$ cat src/rtl/pi_digit_packer.sv
// Packs a stream of BCD digits into DPD groups and 18-bit pi memory words.
// Optional input digit checking is enabled by defining PI_DIGIT_PACKER_CHECK_EN.
module pi_digit_packer #(
    parameter int N     = 24,
    parameter int MEM_W = 18
) (
    input  logic             clk,
    input  logic             rst,
    input  logic             in_valid,
    input  logic [3:0]       in_digit,
    output logic             in_ready,
    input  logic             flush,
    output logic             mem_we,
    output logic [N-1:0]     mem_addr,
    output logic [MEM_W-1:0] mem_d,
    output logic [N-1:0]     digit_count,
    output logic             done,
    output logic             err
);

    localparam int         ACC_W      = 28;
    localparam logic [4:0] GROUP_BITS = 5'd10;
    localparam logic [4:0] WORD_BITS  = 5'(MEM_W);

    typedef enum logic [1:0] {
        S_RUN,
        S_FLUSH,
        S_DONE
    } state_t;

    state_t r_state;
    state_t w_stateNext;

    logic [1:0]       r_phase;
    logic [3:0]       r_hund;
    logic [3:0]       r_tens;
    logic [9:0]       r_group;
    logic             r_groupValid;
    logic [ACC_W-1:0] r_acc;
    logic [4:0]       r_fill;
    logic             r_memWe;
    logic [N-1:0]     r_memAddr;
    logic [N-1:0]     r_wordIdx;
    logic [MEM_W-1:0] r_memD;
    logic [N-1:0]     r_digitCount;
    logic             r_done;

    logic             w_accept;
    logic             w_pad;
    logic             w_finalEmit;
    logic             w_doneSet;
    logic [3:0]       w_digit;
    logic [3:0]       w_tensIn;
    logic [3:0]       w_unitsIn;
    logic [9:0]       w_groupIn;
    logic [ACC_W-1:0] w_accSum;
    logic [4:0]       w_fillSum;

    // IEEE 754-2008 densely packed decimal: three BCD digits into 10 bits.
    function automatic logic [9:0] dpdEncode(input logic [3:0] dh,
                                             input logic [3:0] dt,
                                             input logic [3:0] du);
        logic a, b, c, d, e, f, g, h, i, j, k, m;
        logic [9:0] code;
        {a, b, c, d} = dh;
        {e, f, g, h} = dt;
        {i, j, k, m} = du;
        case ({a, e, i})
            3'b000:  code = {b, c, d, f, g, h, 1'b0, j, k, m};
            3'b001:  code = {b, c, d, f, g, h, 1'b1, 1'b0, 1'b0, m};
            3'b010:  code = {b, c, d, j, k, h, 1'b1, 1'b0, 1'b1, m};
            3'b011:  code = {b, c, d, 1'b1, 1'b0, h, 1'b1, 1'b1, 1'b1, m};
            3'b100:  code = {j, k, d, f, g, h, 1'b1, 1'b1, 1'b0, m};
            3'b101:  code = {f, g, d, 1'b0, 1'b1, h, 1'b1, 1'b1, 1'b1, m};
            3'b110:  code = {j, k, d, 1'b0, 1'b0, h, 1'b1, 1'b1, 1'b1, m};
            default: code = {1'b0, 1'b0, d, 1'b1, 1'b1, h, 1'b1, 1'b1, 1'b1, m};
        endcase
        return code;
    endfunction

`ifdef PI_DIGIT_PACKER_CHECK_EN
    logic w_digitBad;
    logic r_err;

    assign w_digitBad = (in_digit > 4'd9);
    assign w_digit    = w_digitBad ? 4'd0 : in_digit;
    assign err        = r_err;

    always_ff @(posedge clk) begin
        if (!rst) begin
            r_err <= 1'b0;
        end else if (w_accept && w_digitBad) begin
            r_err <= 1'b1;
        end
    end
`else
    assign w_digit = in_digit;
    assign err     = 1'b0;
`endif

    always_ff @(posedge clk) begin
        if (!rst) begin
            r_state <= S_RUN;
        end else begin
            r_state <= w_stateNext;
        end
    end

    // Flush completes a partial triplet first, then waits for the group
    // register to empty so the accumulator holds every pending bit.
    always_comb begin
        w_stateNext = r_state;
        w_accept    = 1'b0;
        w_pad       = 1'b0;
        w_finalEmit = 1'b0;
        w_doneSet   = 1'b0;
        in_ready    = 1'b0;
        case (r_state)
            S_RUN: begin
                in_ready = 1'b1;
                w_accept = in_valid;
                if (flush) begin
                    w_stateNext = S_FLUSH;
                end
            end
            S_FLUSH: begin
                if (r_phase != 2'd0) begin
                    w_pad = 1'b1;
                end else if (!r_groupValid) begin
                    w_finalEmit = (r_fill != 5'd0);
                    w_doneSet   = 1'b1;
                    w_stateNext = S_DONE;
                end
            end
            S_DONE: begin
                w_stateNext = S_DONE;
            end
            default: begin
                w_stateNext = S_RUN;
            end
        endcase
    end

    // The group is formed from the stored digits and either the incoming
    // units digit or zero padding when flushing a partial triplet.
    always_comb begin
        w_tensIn  = (r_phase == 2'd2) ? r_tens : 4'd0;
        w_unitsIn = w_accept ? w_digit : 4'd0;
        w_groupIn = dpdEncode(r_hund, w_tensIn, w_unitsIn);
    end

    always_comb begin
        w_accSum  = r_acc;
        w_fillSum = r_fill;
        if (r_groupValid) begin
            w_accSum  = r_acc | (ACC_W'(r_group) << r_fill);
            w_fillSum = r_fill + GROUP_BITS;
        end
    end

    always_ff @(posedge clk) begin
        if (!rst) begin
            r_phase      <= 2'd0;
            r_hund       <= 4'd0;
            r_tens       <= 4'd0;
            r_group      <= 10'd0;
            r_groupValid <= 1'b0;
            r_digitCount <= '0;
        end else begin
            r_groupValid <= 1'b0;
            if (w_accept) begin
                r_digitCount <= r_digitCount + N'(1);
                case (r_phase)
                    2'd0: begin
                        r_hund  <= w_digit;
                        r_phase <= 2'd1;
                    end
                    2'd1: begin
                        r_tens  <= w_digit;
                        r_phase <= 2'd2;
                    end
                    default: begin
                        r_group      <= w_groupIn;
                        r_groupValid <= 1'b1;
                        r_phase      <= 2'd0;
                    end
                endcase
            end else if (w_pad) begin
                r_group      <= w_groupIn;
                r_groupValid <= 1'b1;
                r_phase      <= 2'd0;
            end
        end
    end

    // Fill never exceeds 17 after an update, so one emit per cycle suffices.
    always_ff @(posedge clk) begin
        if (!rst) begin
            r_acc     <= '0;
            r_fill    <= 5'd0;
            r_memWe   <= 1'b0;
            r_memAddr <= '0;
            r_wordIdx <= '0;
            r_memD    <= '0;
            r_done    <= 1'b0;
        end else begin
            r_memWe <= 1'b0;
            r_done  <= w_doneSet;
            if (w_finalEmit) begin
                r_memWe   <= 1'b1;
                r_memD    <= r_acc[MEM_W-1:0];
                r_memAddr <= r_wordIdx;
                r_wordIdx <= r_wordIdx + N'(1);
                r_acc     <= '0;
                r_fill    <= 5'd0;
            end else if (w_fillSum >= WORD_BITS) begin
                r_memWe   <= 1'b1;
                r_memD    <= w_accSum[MEM_W-1:0];
                r_memAddr <= r_wordIdx;
                r_wordIdx <= r_wordIdx + N'(1);
                r_acc     <= w_accSum >> MEM_W;
                r_fill    <= w_fillSum - WORD_BITS;
            end else begin
                r_acc  <= w_accSum;
                r_fill <= w_fillSum;
            end
        end
    end

    assign mem_we      = r_memWe;
    assign mem_addr    = r_memAddr;
    assign mem_d       = r_memD;
    assign digit_count = r_digitCount;
    assign done        = r_done;

endmodule

$ cat config.mk
export PLATFORM = sky130hd
export DESIGN_NAME = pi_digit_packer
export DESIGN_NICKNAME = d
export VERILOG_FILES = /design/src/rtl/pi_digit_packer.sv
export SDC_FILE = /design/constraint.sdc
export NUM_CORES = 1
export LEC_CHECK = 0
export ABC_AREA = 1
export BUFFER_PORTS_ARGS = -buffer_cell sky130_fd_sc_hd__buf_2
export CAP_MARGIN = 5
export CORE_ASPECT_RATIO = 0.9
export CORE_MARGIN = 8
export CORE_UTILIZATION = 30
export CTS_BUF_LIST = sky130_fd_sc_hd__clkbuf_16
export DETAILED_ROUTE_END_ITERATION = 10
export PLACE_DENSITY_LB_ADDON = 0.08
export SYNTH_ARGS = -nofsm -noshare
export SYNTH_HDL_FRONTEND = slang
export SYNTH_SLANG_ARGS = --single-unit
$ cat constraint.sdc
create_clock -name clk -period 3.3 [get_ports clk]
set_input_delay 0.495 -clock clk [delete_from_list [all_inputs] [get_ports clk]]
set_output_delay 0.495 -clock clk [all_outputs]
set_load 0.03 [all_outputs]
==> flow_summary_export.csv, run 1 <==
group,metric,value,unit
sta,hold_viol_final,0,
global_routing,antenna_found_initial,0,
logic_synthesis,synth_fp_nets,1049,
sta,fin_crit_sh,85.4,%
setup_path,endpoint_kind,"flop",
finish,final_common_cell,"nand2_1",
place,routabilityCongestion,0.845,
place,pre_cts_ws,0.468,ns
cts,clock_path_buffers,2,
logic_synthesis,synth_top_area_share,42.2,%
floorplan,die_area,28400,µm²
global_routing,grt_pass1_wl,32800,µm
finish,area_growth,18.3,%
finish,nets,1117,
finish,regArea,2940,µm²
sta,tightest_slew,0.801,ns
setup_path,critPathArrivalTime,3.18,ns
cts,ctsHtreeMaxLevel,4,
routing,routed_wl,19700,µm
setup_path,required,3.66,ns
global_routing,grt_pass1_vias,6238,
sta,finalWorstSetupSlack,0.481,ns
job,maxCapViolCount,0,
setup_path,critPathMaxStageDelay,0.55,ns
logic_synthesis,yosys_most_used_dff,"dfxtp_1",
pwr,leakagePower,3.60,nW
setup_path,cp_max_fo,20,
sta,rsz0062_at_grt,"no",
finish,multiInputGateArea,3400,µm²
logic_synthesis,synthDistinctLibCells,43,
floorplan,std_cell_rows,53,
floorplan,die_h,161,µm
global_routing,grt_max_degree,37,
pwr,powerDensity,673,nW/µm²
global_routing,grt_overflow,0,
logic_synthesis,synth_top_area_cell,"dfxtp_1",
pwr,power,0.00556,W
finish,diodes,0,
place,place_hpwl,14400,µm
floorplan,dieWidth,177,µm
cts,clk_pin_slew,0.06,ns
logic_synthesis,synth-async-reset-ratio,0,%
place,port-buffer-count,76,
cts,post_cts_resized,0,
logic_synthesis,synth-seq-cells,147,
logic_synthesis,synth_seq_area_share,42.2,%
place,dp.cells,1383,
sta,finalSetupTns,0,ns
cts,root_buffer,"clkbuf_16",
finish,final_cell_mix,"nand2_1 (362), dfxtp_1 (147), inv_1 (100)",
sta,relSlewSlack,46.0,%
logic_synthesis,synth_area_leaders,"dfxtp_1 (42%), nand2_1 (19%), inv_1 (5.4%), a21oi_1 (5.2%), nor2_1 (5.2%)",
sta,finalSetupViolations,0,
floorplan,start_util,30.2,%
floorplan,ios,78,
routing,first_pass_iters,6,
routing,postRouteAntennaNets,0,
finish,num-fill-cells,2553,
routing,drt-vias-per-instance,4.57,
cts,cts_tree,"done",
logic_synthesis,synth_edf_count,0,
pwr,ir_drop,0.329,mV
sta,skew,0.0106,ns
logic_synthesis,synth_cells,1032,
sta,min_period,2.82,ns
cts,holdBufCountCts,0,
global_routing,track_usage,14.4,%
cts,clock_latency,0.42,ns
routing,route.detailed.drc,0,
cts,post_cts_buffers,0,
cts,numClockSinks,147,
cts,numCtsBuffers,17,
floorplan,coreArea,23100,µm²
logic_synthesis,ys_warn_count,0,
routing,vias,6452,
finish,drive_gt1_share,13.6,%
routing,first_iter_violations,341,
logic_synthesis,synth_area,6980,µm²
finish,fin_cells,1413,
setup_path,cp-start-kind,"flop",
routing,wl_per_cell,13.9,µm
sta,fmax,355,MHz
hold_path,min_path_type,"primary input to flop",
setup_path,slowest_stage,"inv_1",
logic_synthesis,synth_area_per_cell,6.76,µm²
setup_path,crit_type,"flop to flop",
run_status,status,"complete, no violations",
sta,slew_viol_final,0,
setup_path,path_cells,"inv_1 > ha_1 > o21ai_0 > ha_1 > nor2_1 > nand3_1 > nand3_4 > nand2_4 > nand2_2 > inv_1 > nand2_1 > nand2_1",
-- cells by family (layout without fill, tap and decap cells) --
kind of cell,after synthesis,after routing,synth area share [%]
compound gates,153,153,12.0
xor+xnor,14,14,1.76
fa+ha+maj,9,9,1.61
buf+inv,146,225,9.11
flops,147,147,42.2
other cells,1,1,0.0537
simple gates,562,562,33.3
-- flip-flops by register name, indices dropped and copies added, names as in the netlist, 10 cells and up --
register / flops
r_acc: 28
mem_d: 18
mem_addr: 24
digit_count: 24
r_group: 10
r_wordIdx: 24
-- cell usage after synthesis, types with 2 or more instances --
cell type and count:
o21ai_0 55, o211ai_1 2, buf_1 4, a31oi_1 3, nor2_1 96, dfxtp_1 147, ha_1 9, xor2_1 13
o21bai_1 6, nand3_1 66, o21ai_2 10, or2_2 2, buf_2 12, a21oi_1 72, buf_4 13, nand4_1 7
buf_6 3, inv_1 100, clkbuf_1 5, nor2_4 2, inv_2 7, nor3_1 10, nand2_1 362, nand2_2 3
nor2_2 5
-- worst max-delay path, delay by kind of cell, from the launching register on --
| family | cells | cell delay [ns] |
|---|---|---|
| simple gates | 7 | 0.81 |
| buf+inv | 2 | 0.66 |
| fa+ha+maj | 2 | 0.53 |
| flops | 1 | 0.32 |
| compound gates | 1 | 0.42 |
-- through the flow --
| stage | util [%] | area, µm² | hold WS, ns |
|---|---|---|---|
| 4_1_cts | 35.8 | 8260 | 0.324 |
| 3_3_place_gp | 32.9 | 7600 | 0.435 |
| 2_1_floorplan | - | 6980 | 0.421 |
| 3_5_place_dp | 32.9 | 7600 | 0.438 |
| 6_report | 35.8 | 8260 | 0.345 |
| 5_1_grt | 35.8 | 8260 | 0.332 |
-- path summary, 6_finish.rpt --
kind,cells past startpoint,slack (ns),endpoint,from
worst max-delay path,12,0.48,mem_addr[9],r_fill[1]
worst min-delay path,3,0.35,r_tens[2],in_digit[2]
worst max register to register,12,0.48,mem_addr[9],r_fill[1]
worst min register to register,2,0.45,mem_d[5],mem_d[5]
-- cell type report --
cell class                      count  area share, %
Timing Repair Buffer               86           5.67
Multi-Input combinational cell    739           41.2
Tap cell                          302           4.58
Clock buffer                       17           5.15
Sequential cell                   147           35.6
Inverter                          109           4.97
Clock inverter                     13           2.82
-- power breakdown --
part	switching, W	leakage, nW	internal (W)
sequential	0.0000998	1.19	0.00191
clock	0.000791	0.320	0.00141
combinational	0.000965	2.09	0.000376
total	0.00186	3.60	0.00370
-- metal layers --
layer,part of all wire [%],global-route usage (%),vias up
li1,-,-,3405
met1,53,19.8,2930
met2,41,21.3,109
met3,5.3,4.58,8
met4,0.66,3.47,0
met5,0,0,-
Note: power is estimated with default switching activity, not from simulation.
==> run 2: changes to the inputs <==
Settings changed: CAP_MARGIN 5 to 20, PLACE_DENSITY from default to 0.49, PLACE_DENSITY_LB_ADDON 0.08 to default.
==> run 2 against run 1 <==
Effect of this change: flip-flop and latch count unchanged; fmax decreased by 0.77%; sequential share of layout area increased by 0.38 points; combinational power decreased by 3%; critical endpoint is now mem_d[9]; highest routed layer unchanged.
==> flow_summary_export.csv, run 2 (same netlist as run 1, synthesis figures left out) <==
group,metric,value,unit
pwr,powerDensity,649,nW/µm²
sta,relSlewSlack,49.8,%
sta,fin_crit_sh,86.1,%
pwr,leakagePower,3.55,nW
sta,tightest_slew,0.745,ns
routing,drt-vias-per-instance,4.47,
finish,num-fill-cells,2523,
place,place_hpwl,13800,µm
sta,holdWs,0.334,ns
global_routing,antenna_found_initial,0,
cts,clock_path_buffers,2,
sta,fmax,352,MHz
sta,rsz0062_at_grt,"no",
routing,first_iter_violations,461,
sta,skew,0.0132,ns
setup_path,ff2ff_setup_slack,0.46,ns
floorplan,ios,78,
routing,route.detailed.drc,0,
setup_path,cp_max_fo,33,
sta,slew_viol_final,0,
setup_path,required,3.61,ns
setup_path,path_delay_family,"simple AND/OR/NAND/NOR gates",
place,port-buffer-count,76,
routing,vias,6309,
setup_path,cp-start-kind,"flop",
sta,finalSetupTns,0,ns
cts,ctsHtreeMaxLevel,4,
global_routing,grt_overflow,0,
pwr,power,0.00530,W
finish,largest_reg_flops,28,
floorplan,std_cell_rows,53,
setup_path,cp_num_buf_inv,3,
finish,multiInputGateArea,3400,µm²
setup_path,crit_type,"flop to flop",
finish,fin_cells,1412,
hold_path,min_path_type,"primary input to flop",
routing,postRouteAntennaNets,0,
floorplan,die_area,28400,µm²
setup_path,critPathMaxStageDelay,0.43,ns
global_routing,grt_max_degree,37,
setup_path,endpoint_kind,"flop",
setup_path,cpMostUsedCell,"inv_1",
cts,numClockSinks,147,
finish,largest_register,"r_acc",
cts,root_buffer,"clkbuf_16",
cts,holdBufCountCts,0,
place,routabilityCongestion,0.923,
sta,hold_viol_final,0,
cts,clock_latency,0.43,ns
setup_path,slowest_stage,"o21ai_0",
routing,routed_wl,19000,µm
cts,post_cts_buffers,0,
sta,finalSetupViolations,0,
setup_path,critPathArrivalTime,3.15,ns
cts,cts_tree,"done",
finish,drive_gt1_share,13.3,%
cts,numCtsBuffers,17,
finish,final_cell_mix,"nand2_1 (362), dfxtp_1 (147), inv_1 (100)",
floorplan,dieWidth,177,µm
finish,area_growth,17.1,%
global_routing,grt_pass1_wl,31900,µm
finish,fin_util,35.4,%
routing,wl_per_cell,13.4,µm
global_routing,grt_pass1_vias,6062,
floorplan,start_util,30.2,%
floorplan,die_h,161,µm
finish,regArea,2940,µm²
finish,final_common_cell,"nand2_1",
cts,clk_pin_slew,0.06,ns
setup_path,path_cells,"inv_1 > ha_1 > o21ai_0 > ha_1 > inv_1 > nor2_1 > nand3_1 > nand3_4 > nand2_4 > nand2_2 > inv_1 > nand2_1 > nand2_1",
finish,nets,1115,
pwr,ir_drop,0.271,mV
sta,min_period,2.84,ns
place,dp.cells,1381,
routing,first_pass_iters,5,
run_status,status,"complete, no violations",
floorplan,coreArea,23100,µm²
job,maxCapViolCount,0,
cts,post_cts_resized,0,
global_routing,track_usage,13.9,%
finish,diodes,0,
==> run 2: cell types whose count changed in the layout (fill, tap and decap cells not counted) <==
cell | before | now
bufinv_16 | 6 | 3
clkinv_1 | 1 | 3
buf_4 | 9 | 7
clkinvlp_4 | 1 | 3
clkinv_2 | 3 | 4
clkinv_4 | 2 | 1
==> run 2: worst reg2reg max path: stages (launching register included) <==
cell	delay, ns
dfxtp_1	0.32
inv_1	0.09
ha_1	0.30
o21ai_0	0.43
ha_1	0.26
inv_1	0.06
nor2_1	0.12
nand3_1	0.14
nand3_4	0.12
nand2_4	0.22
nand2_2	0.14
inv_1	0.29
nand2_1	0.17
nand2_1	0.06
==> run 2: power breakdown <==
part           internal, W  total (W)  switching [W]
registers          0.00191    0.00203       0.000119
logic             0.000366    0.00130       0.000934
clock network      0.00118    0.00197       0.000787
==> run 2: final cells by class <==
type                    count  share of cell area, %
clock buffers              17                   5.21
clock inverters            14                   1.98
inverters                 109                   5.02
multi-input cells         739                   41.6
flip-flops and latches    147                   36.0
well taps                 302                   4.62
repair buffers             84                   5.54
==> run 2: path summary, 6_finish.rpt <==
kind	endpoint	cells past startpoint	startpoint
min	r_hund[1]	3	in_digit[1]
max reg2reg	mem_d[9]	13	r_fill[1]
max	mem_d[9]	13	r_fill[1]
min reg2reg	mem_d[12]	2	mem_d[12]
==> run 2: per-stage QoR <==
stage / setup WS [ns] / cell area (µm²)
after global placement: 0.554 / 7580
after CTS: 0.410 / 8170
after floorplan: 0.707 / 6980
after global routing: 0.199 / 8170
after detailed placement: 0.429 / 7580
final: 0.460 / 8170
==> run 2: layer usage <==
layer	wire (µm)	share of wire [%]	vias up	global-route usage (%)
li1	-	-	3394	-
met1	9630	51	2754	18.9
met2	7780	41	146	20.5
met3	1290	6.8	15	4.18
met4	258	1.4	0	4.77
met5	0	0	-	0
==> run 3: changes to the inputs <==
Settings changed: CORE_UTILIZATION 30 to 51, PLACE_DENSITY 0.49 to 0.74, RECOVER_POWER from default to 100.
==> run 3 against run 2 <==
Effect of this change: utilization is 23 points higher; sequential share of layout area grew 2.0 points; count of clock-buffer cells in the layout unchanged; register-to-register slack lost 0.06 ns; critical path type unchanged; critical endpoint is now mem_d[13].
==> flow_summary_export.csv, run 3 (same netlist as run 1, synthesis figures left out) <==
group,metric,value,unit
run_status,status,"complete, no violations",
setup_path,critPathArrivalTime,3.21,ns
sta,finalSetupViolations,0,
hold_path,min_path_type,"primary input to flop",
sta,hold_viol_final,0,
setup_path,ff2ff_setup_slack,0.40,ns
finish,area_growth,11.0,%
place,dp.cells,1247,
place,place_hpwl,12200,µm
sta,holdWs,0.345,ns
floorplan,start_util,52.2,%
floorplan,std_cell_rows,40,
sta,fmax,345,MHz
cts,numClockSinks,147,
floorplan,dieWidth,139,µm
cts,clock_latency,0.42,ns
floorplan,ios,78,
routing,first_pass_iters,5,
cts,cts_tree,"done",
pwr,ir_drop,0.405,mV
floorplan,die_area,17700,µm²
cts,ctsHtreeMaxLevel,4,
routing,postRouteAntennaNets,0,
place,port-buffer-count,76,
floorplan,die_h,127,µm
finish,diodes,0,
hold_path,hold_end,"r_hund[2]",
cts,clock_path_buffers,2,
global_routing,grt_max_degree,51,
cts,holdBufCountCts,0,
finish,final_cell_mix,"nand2_1 (364), dfxtp_1 (147), inv_1 (102)",
cts,post_cts_buffers,0,
sta,min_period,2.90,ns
hold_path,whs_path_depth,3,
setup_path,r2r_end,"mem_d[13]",
global_routing,grt_pass1_vias,5986,
sta,relSlewSlack,39.7,%
cts,numCtsBuffers,17,
global_routing,grt_overflow,0,
sta,tightest_slew,0.898,ns
cts,clk_pin_slew,0.06,ns
sta,fin_crit_sh,87.9,%
pwr,leakagePower,3.17,nW
hold_path,hold_path_startpoint,"in_digit[2]",
routing,routed_wl,17000,µm
global_routing,grt_pass1_wl,28800,µm
setup_path,cp-start-kind,"flop",
setup_path,cp_max_fo,33,
finish,final_common_cell,"nand2_1",
finish,drive_gt1_share,5.06,%
place,routabilityCongestion,0.900,
routing,first_iter_violations,480,
routing,vias,6500,
setup_path,required,3.61,ns
global_routing,track_usage,19.7,%
finish,largest_register,"r_acc",
sta,skew,0.00755,ns
routing,wl_per_cell,13.4,µm
finish,nets,1115,
cts,root_buffer,"clkbuf_16",
setup_path,r2r-start,"r_fill[1]",
finish,largest_reg_flops,28,
setup_path,endpoint_kind,"flop",
sta,rsz0062_at_grt,"no",
sta,finalSetupTns,0,ns
finish,fin_cells,1274,
pwr,powerDensity,643,nW/µm²
routing,drt-vias-per-instance,5.10,
setup_path,worstRegToRegCells,13,
cts,post_cts_resized,0,
job,maxCapViolCount,0,
sta,slew_viol_final,0,
routing,route.detailed.drc,0,
global_routing,antenna_found_initial,0,
floorplan,coreArea,13400,µm²
setup_path,crit_type,"flop to flop",
[run 3: cell count changes in the layout (fill, tap and decap cells not counted), moves of 10 or more]
cell      change
buf_2        -69
clkbuf_1     +69
o21ai_0      +11
o21ai_2      -10
[run 3: layout make-up]
cell class	count	area, µm²
clock buffer	17	425
clock inverter	10	73.8
fill	1368	5620
inverter	109	410
multi-input combinational	739	3330
sequential	147	2940
tap	168	210
timing repair buffer	84	352
[run 3: per-stage QoR]
stage	setup slack (ns)	util, %	total power [W]	cell area (µm²)
finish	0.398	57.9	0.00498	7740
global route	0.0899	57.9	0.00527	7740
CTS	0.426	59.1	0.00502	7900
detailed placement	0.467	55.4	0.00333	7400
global placement	0.635	55.4	0.00331	7400
floorplan	0.707	-	0.00307	6980
[run 3: routing by layer]
layer	track usage, %	up-vias	wire length [µm]
li1	-	3377	-
met5	0	-	0
met4	6.58	0	204
met1	26.1	2934	8400
met2	29.7	169	7260
met3	6.40	20	1160
[run 3: worst max-delay path, cell delays in order, from the launching register on]
cell     delay [ns]
dfxtp_1        0.32
inv_1          0.10
ha_1           0.31
o21ai_0        0.43
ha_1           0.26
inv_1          0.06
nor2_1         0.12
nand3_1        0.14
nand3_4        0.12
nand2_4        0.21
nand2_1        0.18
inv_1          0.29
nand2_1        0.18
nand2_1        0.06
[run 3: how the worst max path moves through the flow]
stage / from / cells past startpoint / slack (ns) / end
2_1_floorplan: r_fill[2] / 15 / 0.71 / mem_addr[10]
3_3_place_gp: r_fill[1] / 13 / 0.64 / mem_d[13]
3_5_place_dp: r_fill[1] / 13 / 0.47 / mem_d[13]
4_1_cts: r_fill[1] / 13 / 0.43 / mem_d[13]
5_1_grt: r_fill[1] / 13 / 0.09 / r_wordIdx[1]
6_report: r_fill[1] / 13 / 0.40 / mem_d[13]
[run 3: where the power goes]
part / switching, W / internal (W)
registers: 0.000119 / 0.00191
clock network: 0.000696 / 0.000996
logic: 0.000908 / 0.000349
total: 0.00172 / 0.00326
